<file path="config.mk">
export PLATFORM = sky130hd
export DESIGN_NAME = mem_if
export DESIGN_NICKNAME = d
export VERILOG_FILES = /design/src/rtl/mem_if_pkg.sv /design/src/rtl/mem_timeout.sv /design/src/rtl/mem_if.sv
export SDC_FILE = /design/constraint.sdc
export NUM_CORES = 1
export LEC_CHECK = 0
export ABC_AREA = 1
export BUFFER_PORTS_ARGS = -buffer_cell sky130_fd_sc_hd__buf_2
export CORE_MARGIN = 3
export CORE_UTILIZATION = 49
export CTS_BUF_LIST = sky130_fd_sc_hd__clkbuf_4
export DETAILED_ROUTE_END_ITERATION = 8
export GPL_ROUTABILITY_DRIVEN = 0
export PLACE_DENSITY = 0.92
export SYNTH_ARGS = -nofsm -noshare
export SYNTH_HDL_FRONTEND = slang
export SYNTH_SLANG_ARGS = --single-unit
</file>
<file path="constraint.sdc">
create_clock -name clk -period 1.2 [get_ports clk]
set_input_delay 0.24 -clock clk [delete_from_list [all_inputs] [get_ports clk]]
set_output_delay 0.24 -clock clk [all_outputs]
set_load 0.03 [all_outputs]
</file>
<file path="src/rtl/mem_if_pkg.sv">
// mem_if_pkg -- shared definitions for the memory-interface sequencer.
//   state_e   : sequencer FSM states (IDLE / BUSY / DONE)
//   acc_e     : latched access type (FETCH / LOAD / STORE)
//   TIMEOUT_CYCLES_DEFAULT : default BUSY-cycle limit before an access is abandoned
//   word_addr : aligns a byte address down to its 32-bit word
package mem_if_pkg;

    typedef enum logic [1:0] {
        IDLE = 2'd0,
        BUSY = 2'd1,
        DONE = 2'd2
    } state_e;

    typedef enum logic [1:0] {
        FETCH = 2'd0,
        LOAD  = 2'd1,
        STORE = 2'd2
    } acc_e;

    localparam int unsigned TIMEOUT_CYCLES_DEFAULT = 255;

    function automatic logic [31:0] word_addr(input logic [31:0] a);
        return {a[31:2], 2'b00};
    endfunction

endpackage

</file>
<file path="src/rtl/mem_timeout.sv">
// mem_timeout -- counts consecutive un-acknowledged BUSY cycles.
//   clk, reset  : clock, synchronous active-low reset
//   busy_i      : sequencer is in BUSY this cycle
//   ack_i       : memory acknowledged this cycle
//   expired_o   : this is the TIMEOUT_CYCLES-th BUSY cycle and still no ack
// TIMEOUT_CYCLES must be at least 1.
module mem_timeout
    import mem_if_pkg::*;
#(
    parameter int unsigned TIMEOUT_CYCLES = TIMEOUT_CYCLES_DEFAULT
) (
    input  logic clk,
    input  logic reset,
    input  logic busy_i,
    input  logic ack_i,
    output logic expired_o
);

    logic [31:0] cnt_q, cnt_d;

    // Counter restarts from zero whenever the access ends or was never running.
    always_comb begin
        cnt_d = '0;
        if (busy_i && !ack_i) cnt_d = cnt_q + 32'd1;
    end

    always_ff @(posedge clk) begin
        if (!reset) cnt_q <= '0;
        else        cnt_q <= cnt_d;
    end

    // An ack arriving on the last allowed cycle still wins over the timeout.
    assign expired_o = busy_i && !ack_i && (cnt_q == TIMEOUT_CYCLES - 32'd1);

endmodule

</file>
<file path="src/rtl/mem_if.sv">
// mem_if -- sequences fetch / store / load accesses from the multicycle
// controller over a variable-latency req/ack memory bus, stalling the
// controller until each access completes.
//   clk, reset                : clock, synchronous active-low reset
//   Adr, WriteData            : byte address and store data from the datapath
//   IRWrite, MemWrite, MemRead: fetch / store / load requests (priority in that order)
//   Instr, Data               : instruction and load-data registers
//   Stall                     : controller must hold while high
//   MemErr                    : sticky access-timeout flag
//   mem_req/we/addr/wdata     : memory bus request side
//   mem_rdata, mem_ack        : memory bus response side
// Optional feature macro MEM_TIMEOUT_EN: abandon an access after
// TIMEOUT_CYCLES un-acknowledged BUSY cycles and raise MemErr. Without it
// MemErr is tied low and BUSY waits indefinitely.
module mem_if
    import mem_if_pkg::*;
#(
    parameter int unsigned TIMEOUT_CYCLES = TIMEOUT_CYCLES_DEFAULT
) (
    input  logic        clk,
    input  logic        reset,
    input  logic [31:0] Adr,
    input  logic [31:0] WriteData,
    input  logic        IRWrite,
    input  logic        MemWrite,
    input  logic        MemRead,
    output logic [31:0] Instr,
    output logic [31:0] Data,
    output logic        Stall,
    output logic        MemErr,
    output logic        mem_req,
    output logic        mem_we,
    output logic [31:0] mem_addr,
    output logic [31:0] mem_wdata,
    input  logic [31:0] mem_rdata,
    input  logic        mem_ack
);

    if (TIMEOUT_CYCLES == 0) begin : g_bad_cfg
        $error("mem_if: TIMEOUT_CYCLES must be at least 1");
    end

    state_e      state_q, state_d;
    acc_e        acc_q, acc_d;
    logic [31:0] addr_q, addr_d;
    logic [31:0] wdata_q, wdata_d;
    logic [31:0] instr_q, instr_d;
    logic [31:0] data_q, data_d;
    logic        any_req;
    logic        timeout_hit;

    assign any_req = IRWrite | MemWrite | MemRead;

    // ---------------- FSM: state register ----------------
    always_ff @(posedge clk) begin
        if (!reset) state_q <= IDLE;
        else        state_q <= state_d;
    end

    // ---------------- FSM: next state ----------------
    // DONE always falls back to IDLE so a request the stalled controller is
    // still holding cannot start a second access.
    always_comb begin
        state_d = state_q;
        case (state_q)
            IDLE:    if (any_req) state_d = BUSY;
            BUSY:    if (mem_ack || timeout_hit) state_d = DONE;
            DONE:    state_d = IDLE;
            default: state_d = IDLE;
        endcase
    end

    // ---------------- FSM: outputs ----------------
    always_comb begin
        Stall   = ((state_q == IDLE) && any_req) || (state_q == BUSY);
        mem_req = (state_q == BUSY);
        mem_we  = (state_q == BUSY) && (acc_q == STORE);
    end

    assign mem_addr  = addr_q;
    assign mem_wdata = wdata_q;
    assign Instr     = instr_q;
    assign Data      = data_q;

    // ---------------- request latch and result registers ----------------
    always_comb begin
        acc_d   = acc_q;
        addr_d  = addr_q;
        wdata_d = wdata_q;
        instr_d = instr_q;
        data_d  = data_q;
        if ((state_q == IDLE) && any_req) begin
            addr_d  = word_addr(Adr);
            wdata_d = WriteData;
            if (IRWrite)       acc_d = FETCH;
            else if (MemWrite) acc_d = STORE;
            else               acc_d = LOAD;
        end
        if ((state_q == BUSY) && mem_ack) begin
            if (acc_q == FETCH) instr_d = mem_rdata;
            if (acc_q == LOAD)  data_d  = mem_rdata;
        end
    end

    always_ff @(posedge clk) begin
        if (!reset) begin
            acc_q   <= FETCH;
            addr_q  <= '0;
            wdata_q <= '0;
            instr_q <= '0;
            data_q  <= '0;
        end else begin
            acc_q   <= acc_d;
            addr_q  <= addr_d;
            wdata_q <= wdata_d;
            instr_q <= instr_d;
            data_q  <= data_d;
        end
    end

`ifdef MEM_TIMEOUT_EN
    logic memerr_q, memerr_d;

    mem_timeout #(
        .TIMEOUT_CYCLES (TIMEOUT_CYCLES)
    ) u_timeout (
        .clk       (clk),
        .reset     (reset),
        .busy_i    (state_q == BUSY),
        .ack_i     (mem_ack),
        .expired_o (timeout_hit)
    );

    assign memerr_d = memerr_q | timeout_hit;

    always_ff @(posedge clk) begin
        if (!reset) memerr_q <= 1'b0;
        else        memerr_q <= memerr_d;
    end

    assign MemErr = memerr_q;
`else
    assign timeout_hit = 1'b0;
    assign MemErr      = 1'b0;
`endif

endmodule

</file>
==> qor.csv, run 1 <==
metric,value,unit
status,did not finish,
stop_stage,5_1_grt,
first-error,"[ERROR DPL-0038] Utilization greater than 100%, impossible to legalize",
clock-root-buffer,clkbuf_4,
numPlacedInstances,1094,
die_x,111.1,µm
ys.warnings.count,0,
worst-ep-kind,top-level output,
yosysSeqAreaShare,48.10,%
ys_ff_latch,130,
clk_path_buf_depth,2,
synthCells,755,
synth_area,5410,µm²
io_pins,234,
cts_buffers,17,
avgSynthCellArea,7.166,µm²
cts.sinks,130,
port_buffers,228,
grt-worst-endpoint,mem_we,
grt_max_degree,75,
synth_cell_types,17,
die_h,111.1,µm
post-dp-hpwl,10.31,mm
start_util,51.48,%
htreeDepth,4,
rows,37,
## cell usage after synthesis (all sizes together)
master	count	share of area (%)
nand2	199	14
nor2	195	14
nand3b	62	8.6
inv	42	2.9
clkbuf	14	0.97
dfxtp	130	48
conb	1	0.069
nand3	4	0.69
a21oi	65	6.0
nor3	1	0.092
buf	42	4.6
## through the flow
step                      setup TNS [ns]  worst slack (ns)  instance area (µm²)  util (%)
after CTS                         -34.98           -0.4602                 9838     93.62
after detailed placement         -0.5988          -0.05350                 6823     64.92
after global placement           -0.1277          -0.02026                 6823     64.92
after floorplan                  -0.1664          -0.09575                 5440         -
## logic make-up after synthesis
| logic type | synth area share, % |
|---|---|
| AND/OR/NAND/NOR | 37.33 |
| flip-flops | 48.10 |
| buffers and inverters | 8.488 |
| AO/OA/AOI/OAI | 6.013 |
| other | 0.06931 |
## what timing repair did
| action | in CTS |
|---|---|
| endpoints found under the hold margin | 79 |
| hold buffers | 71 |
| resized for setup | 494 |
| setup buffers | 32 |
| setup endpoints to repair | 199 |
| pin swaps | 35 |
| gates cloned | 19 |
==> run 2, diff against run 1 <==
--- a/config.mk
+++ b/config.mk
@@ -8,11 +8,10 @@
 export ABC_AREA = 1
 export BUFFER_PORTS_ARGS = -buffer_cell sky130_fd_sc_hd__buf_2
 export CORE_MARGIN = 3
-export CORE_UTILIZATION = 49
-export CTS_BUF_LIST = sky130_fd_sc_hd__clkbuf_4
+export CORE_UTILIZATION = 40
 export DETAILED_ROUTE_END_ITERATION = 8
 export GPL_ROUTABILITY_DRIVEN = 0
-export PLACE_DENSITY = 0.92
+export PLACE_DENSITY_LB_ADDON = 0.15
 export SYNTH_ARGS = -nofsm -noshare
 export SYNTH_HDL_FRONTEND = slang
 export SYNTH_SLANG_ARGS = --single-unit
==> qor.csv, run 2 <==
metric,value,unit,change
rsz0062_at_grt,yes,,
port_buffers,228,,unchanged
core-area,12930,µm²,
synth_top_flop_cell,dfxtp_1,,
ctsHoldBuffers,0,,-100%
violations,setup timing,,
io_pins,234,,unchanged
clk_path_buf_depth,2,,unchanged
period_minus_slack,1.471,ns,
p_comb_share,26.9,%,
rows,41,,+11%
async_flop_share,0,%,unchanged
final_common_cell,nor2_1,,
via_per_inst,4.794,,
drive_gt1_share,44.39,%,
cp_max_fo,3,,
htreeDepth,4,,unchanged
max-cap-violations,0,,
hold_path_class,in2reg,,
slew_viol_final,0,,
vias,5782,,
synthCells,755,,unchanged
yosysSeqAreaShare,48.10,%,unchanged
skew,0.008288,ns,
tns,-11.15,ns,
avgSynthCellArea,7.166,µm²,unchanged
overflow,0,,
grt_pass1_wl,23.75,mm,
synth_most_common_cell,nand2_1,,
n_antenna_cell,0,,
synth_area_leaders,"dfxtp_1, nand2_1, nor2_1, nand3b_1, a21oi_1",,
crit_type,reg2out,,
die_h,122.3,µm,+10%
grt_max_degree,54,,
ys.warnings.count,0,,unchanged
clkSlewWorstSetupHoldPaths,0.05,ns,
seq_area,2625,µm²,
synth_top_area_share,48.10,%,unchanged
preCtsSetupSlack,-0.02619,ns,+0.02732 ns
cts.sinks,130,,unchanged
yosys.area.top_type,dfxtp_1,,
grt_usage,20.00,%,
fmax,679.8,MHz,
p_seq_share,36.7,%,
intPower,9.388,mW,
status,finished with violations,,
cts_tree,done,,
powerDensity,1448,nW/µm²,
ys_ff_latch,130,,unchanged
wl_met1,7.153,mm,
final_cell_mix,"nor2_1, nand2_1, dfxtp_1",,
insertion_delay,0.41,ns,
start_util,41.85,%,-9.6 points
drt_wl_total,17.84,mm,
wl_met2,8.988,mm,
dr.pass1.iters,4,,
post-dp-hpwl,9.627,mm,-6.6%
switching_share,29.99,%,
p_switching,4.020,mW,
met3WireLength,1.263,mm,
layout.nets,1123,,
highest_layer,met4,,
post_drt_wl_per_cell,14.79,µm,
grt_pass1_vias,4839,,
min-delay-start,MemWrite,,
fillers,1010,,
die_area,14960,µm²,
synth_common_cells,"nand2_1, nor2_1, dfxtp_1, a21oi_1, nand3b_1",,
clock-root-buffer,clkbuf_16,,
multiInputGateArea,2773,µm²,
cp-end-kind,output pin,,
drt_iter0_drc,312,,
ant_nets,0,,
leakagePower,4.596,nW,
reg2reg_from,state_q[0],,
setup_slack,-0.2710,ns,
synth_enable_flop_cells,0,,unchanged
setup.worst_path.start,state_q[0],,
synth_cell_types,17,,unchanged
period_share,122.6,%,
cp.required,0.96,ns,
drc,0,,
hold_viol,0,,
arrival,1.23,ns,
areaGrowthSynthToFinish,71.14,%,
cts_buffers,17,,unchanged
worstSetupStartpointType,flip-flop,,
finalSetupViolCount,113,,
die_x,122.3,µm,+10%
antenna_found_initial,0,,
clkPwrFrac,36.5,%,
synth_area,5410,µm²,unchanged
irDropWorstVdd,0.0008921,V,
-- run 2: cell counts after synthesis --
Identical to the previous run, type by type.
-- run 2: layout make-up --
type	count	area share, %
timing repair buffer	301	31.54
inverter	42	1.703
clock buffer	23	5.270
clock inverter	9	0.8649
multi-input combinational	529	29.95
tap	172	2.324
sequential	130	28.35
-- run 2: path summary, 6_finish.rpt --
path	to	slack, ns	cells after the start
min	acc_q[1]	0.13	3
max	mem_we	-0.27	5
min reg2reg	acc_q[1]	0.47	2
max reg2reg	Instr[4]	-0.23	11
-- run 2: critical path, stage by stage, from the launching register on --
cell and delay [ns]:
dfxtp_4 0.37, inv_2 0.04, nor2_4 0.08, inv_2 0.06, nor3_4 0.11, buf_6 0.15
-- run 2: metal layers --
| metal | vias up | global-route usage [%] |
|---|---|---|
| met5 | - | 0 |
| met4 | 0 | 8.118 |
| met3 | 34 | 5.668 |
| met2 | 207 | 32.94 |
| met1 | 2662 | 24.65 |
| li1 | 2879 | - |
-- run 2: stage by stage --
step	hold slack, ns	instance area [µm²]	power [mW]	std cells	utilization [%]
floorplan	0.4016	5440	6.687	757	-
CTS	0.09974	8102	12.77	1181	62.67
detailed placement	0.4627	6803	7.450	1123	52.62
finish	0.1251	9259	13.41	1206	71.62
global placement	0.4537	6803	7.441	1123	52.62
global route	0.1078	9259	13.98	1206	71.62
-- run 2: power by group through the flow --
stage	registers (mW)	clock network, mW	logic (mW)
2_1_floorplan	5.62	0	1.07
3_3_place_gp	4.93	0	2.51
3_5_place_dp	4.94	0	2.51
4_1_cts	4.87	4.98	2.92
5_1_grt	4.96	5.18	3.85
6_report	4.92	4.89	3.60
-- run 2: timing repair --
action | CTS | global route
setup endpoints to repair | 118 | 201
setup buffers | 16 | 12
gates cloned | 10 | 22
gates resized for setup | 102 | 307
endpoints found under the hold margin | 0 | 0
pin swaps | 6 | 28
-- run 2: cells by family after synthesis --
| kind of cell | count (synthesis) | share of synthesized area [%] |
|---|---|---|
| buf+inv | 98 | 8.488 |
| compound gates | 65 | 6.013 |
| other cells | 1 | 0.06931 |
| simple gates | 461 | 37.33 |
| flops | 130 | 48.10 |
No activity file was read; power rests on OpenSTA's default activity.
==> run 3, diff against run 2 <==
--- a/config.mk
+++ b/config.mk
@@ -5,13 +5,13 @@
 export SDC_FILE = /design/constraint.sdc
 export NUM_CORES = 1
 export LEC_CHECK = 0
-export ABC_AREA = 1
 export BUFFER_PORTS_ARGS = -buffer_cell sky130_fd_sc_hd__buf_2
 export CORE_MARGIN = 3
 export CORE_UTILIZATION = 40
 export DETAILED_ROUTE_END_ITERATION = 8
 export GPL_ROUTABILITY_DRIVEN = 0
 export PLACE_DENSITY_LB_ADDON = 0.15
+export REMOVE_ABC_BUFFERS = 1
 export SYNTH_ARGS = -nofsm -noshare
 export SYNTH_HDL_FRONTEND = slang
 export SYNTH_SLANG_ARGS = --single-unit
==> qor.csv, run 3 <==
metric,value,unit,change
period_minus_slack,1.614,ns,+0.1427 ns
multiInputGateArea,2275,µm²,-18%
layout.nets,891,,-21%
n_antenna_cell,0,,unchanged
setup_slack,-0.4138,ns,-0.1427 ns
p_seq_share,38.6,%,+1.9 points
synth_cell_types,25,,+8
synth_most_common_cell,nand2_1,,
final_cell_mix,"nand2_1, dfxtp_1, mux2i_1",,
die_h,118.5,µm,-3.1%
rsz0062_at_grt,yes,,
drc,0,,unchanged
reg2reg_to,Instr[11],,
reg2reg_from,state_q[1],,
clock-root-buffer,clkbuf_16,,
vias,4575,,-21%
post_drt_wl_per_cell,15.35,µm,+3.8%
cp.required,0.96,ns,about the same
drt_wl_total,14.86,mm,-17%
cts_tree,done,,
htreeDepth,4,,unchanged
synthCells,536,,-29%
areaGrowthSynthToFinish,56.78,%,
min-delay-start,WriteData[13],,
powerDensity,1556,nW/µm²,+7.4%
clkSlewWorstSetupHoldPaths,0.05,ns,about the same
fillers,1026,,+1.6%
die_x,118.5,µm,-3.1%
clkPwrFrac,40.9,%,+4.4 points
yosys.area.top_type,dfxtp_1,,
ctsHoldBuffers,0,,unchanged
seq_area,2614,µm²,-0.43%
highest_layer,met4,,
clk_path_buf_depth,2,,unchanged
insertion_delay,0.41,ns,about the same
antenna_found_initial,0,,unchanged
final_common_cell,nand2_1,,
rows,40,,-2.4%
core-area,12210,µm²,-5.5%
grt_max_degree,55,,+1.9%
intPower,9.088,mW,-3.2%
violations,setup timing,,
synth_common_cells,"nand2_1, dfxtp_1, mux2i_1, clkbuf_1, buf_4",,
drive_gt1_share,39.50,%,-4.9 points
postPlaceCellArea,6482,µm²,-4.7%
cts.sinks,130,,unchanged
cts_buffers,17,,unchanged
met3WireLength,858,µm,-32%
yosysSeqAreaShare,51.43,%,+3.3 points
period_share,134.5,%,+12 points
arrival,1.37,ns,+0.14 ns
finalSetupViolCount,126,,+12%
hold_viol,0,,unchanged
die_area,14040,µm²,-6.2%
p_total,12.34,mW,-8.0%
grt_pass1_vias,4592,,-5.1%
wl_met1,5.828,mm,-19%
start_util,41.43,%,-0.42 points
grt_usage,19.75,%,-0.25 points
status,finished with violations,,
async_flop_share,0,%,unchanged
ant_nets,0,,unchanged
port_buffers,228,,unchanged
grt_pass1_wl,22.37,mm,-5.8%
irDropWorstVdd,0.0007899,V,-11%
preCtsSetupSlack,-0.1957,ns,-0.1695 ns
via_per_inst,4.726,,-1.4%
reg2reg_setup_slack,-0.35,ns,-0.12 ns
crit_type,reg2out,,
ys.warnings.count,0,,unchanged
hold_end,mem_wdata[13],,
fin_area,7933,µm²,-14%
postLayoutCoreUtil,64.96,%,-6.7 points
synth_top_flop_cell,dfxtp_1,,
switching_share,26.36,%,-3.6 points
post-dp-hpwl,9.221,mm,-4.2%
p_switching,3.254,mW,-19%
tns,-26.30,ns,-15.15 ns
wl_met2,7.775,mm,-13%
ys_ff_latch,130,,unchanged
hold_path_class,in2reg,,
synth_area,5060,µm²,-6.5%
rr_worst_depth,6,,-5
max-cap-violations,0,,unchanged
skew,0.007653,ns,-0.0006356 ns
avgSynthCellArea,9.440,µm²,+32%
fmax,619.7,MHz,-8.8%
dr.pass1.iters,4,,unchanged
synth_top_area_share,51.43,%,+3.3 points
slew_viol_final,0,,unchanged
io_pins,234,,unchanged
cp_max_fo,3,,unchanged
cp-end-kind,output pin,,
whs_path_depth,3,,unchanged
p_comb_share,20.5,%,-6.4 points
leakagePower,3.991,nW,-13%
overflow,0,,unchanged
synth_area_leaders,"dfxtp_1, mux2i_1, nand2_1, buf_4, clkbuf_1",,
synth_enable_flop_cells,0,,unchanged
worstSetupStartpointType,flip-flop,,
drt_iter0_drc,186,,-40%
[run 3: cell types whose count changed after synthesis, moves of 3 or more]
cell,delta
nor2_1,-190
mux2i_1,+126
a21oi_1,-64
nand3b_1,-61
inv_1,-40
nand2_1,+21
buf_2,-16
buf_4,-7
buf_6,+3
clkbuf_1,+3
[run 3: power by group through the flow]
stage               Combinational, mW  Sequential, mW  Clock (mW)
floorplan                       0.676            5.35           0
global placement                 1.92            4.81           0
detailed placement               1.95            4.82           0
CTS                              2.27            4.75        5.14
global route                     2.67            4.80        5.36
finish                           2.53            4.77        5.05
[run 3: worst max-delay path by stage]
stage	start	end	slack, ns
3_5_place_dp	state_q[0]	mem_addr[18]	-0.20
3_3_place_gp	IRWrite	Stall	-0.20
4_1_cts	state_q[0]	Stall	-0.38
2_1_floorplan	state_q[0]	Stall	-2.28
6_report	state_q[1]	mem_we	-0.41
5_1_grt	state_q[1]	mem_we	-0.47
[run 3: kinds of logic (layout without fill, tap and decap cells)]
group / after synthesis / count (layout) / synth area share (%)
DFF: 130 / 130 / 51.43
muxes: 126 / 126 / 24.93
and+or+nand+nor: 231 / 231 / 18.30
other: 1 / 3 / 0.07411
AOI/OAI and AO/OA: 6 / 6 / 0.8160
buffers and inverters: 42 / 304 / 4.451
[run 3: metrics by stage]
step,cells,hold WS [ns]
CTS,961,0.05377
finish,968,0.07570
global placement,915,0.4388
floorplan,497,0.3575
global route,968,0.06324
detailed placement,915,0.4446
[run 3: final cells by class]
class / instances / share of cell area, %
well taps: 168 / 2.650
flip-flops and latches: 130 / 32.95
repair buffers: 273 / 28.33
clock inverters: 5 / 0.9464
clock buffers: 25 / 6.372
multi-input cells: 366 / 28.68
inverters: 1 / 0.07886
[run 3: worst max-delay path, cell delays in order, from the launching register on]
cell and delay [ns]:
dfxtp_4 0.35, nand2b_4 0.16, nor3b_1 0.24, buf_4 0.21
[run 3: what timing repair did]
item                       in CTS  in global routing
cloned                          8                  5
setup endpoints to repair     169                229
pin swaps                       3                  3
setup buffers                   8                 10
gates resized for setup        70                212
[run 3: layer usage]
layer  up-vias  track usage [%]
met4         0            9.993
met5         -                0
li1       2246                -
met2       151            34.19
met1      2147            22.03
met3        31            5.789
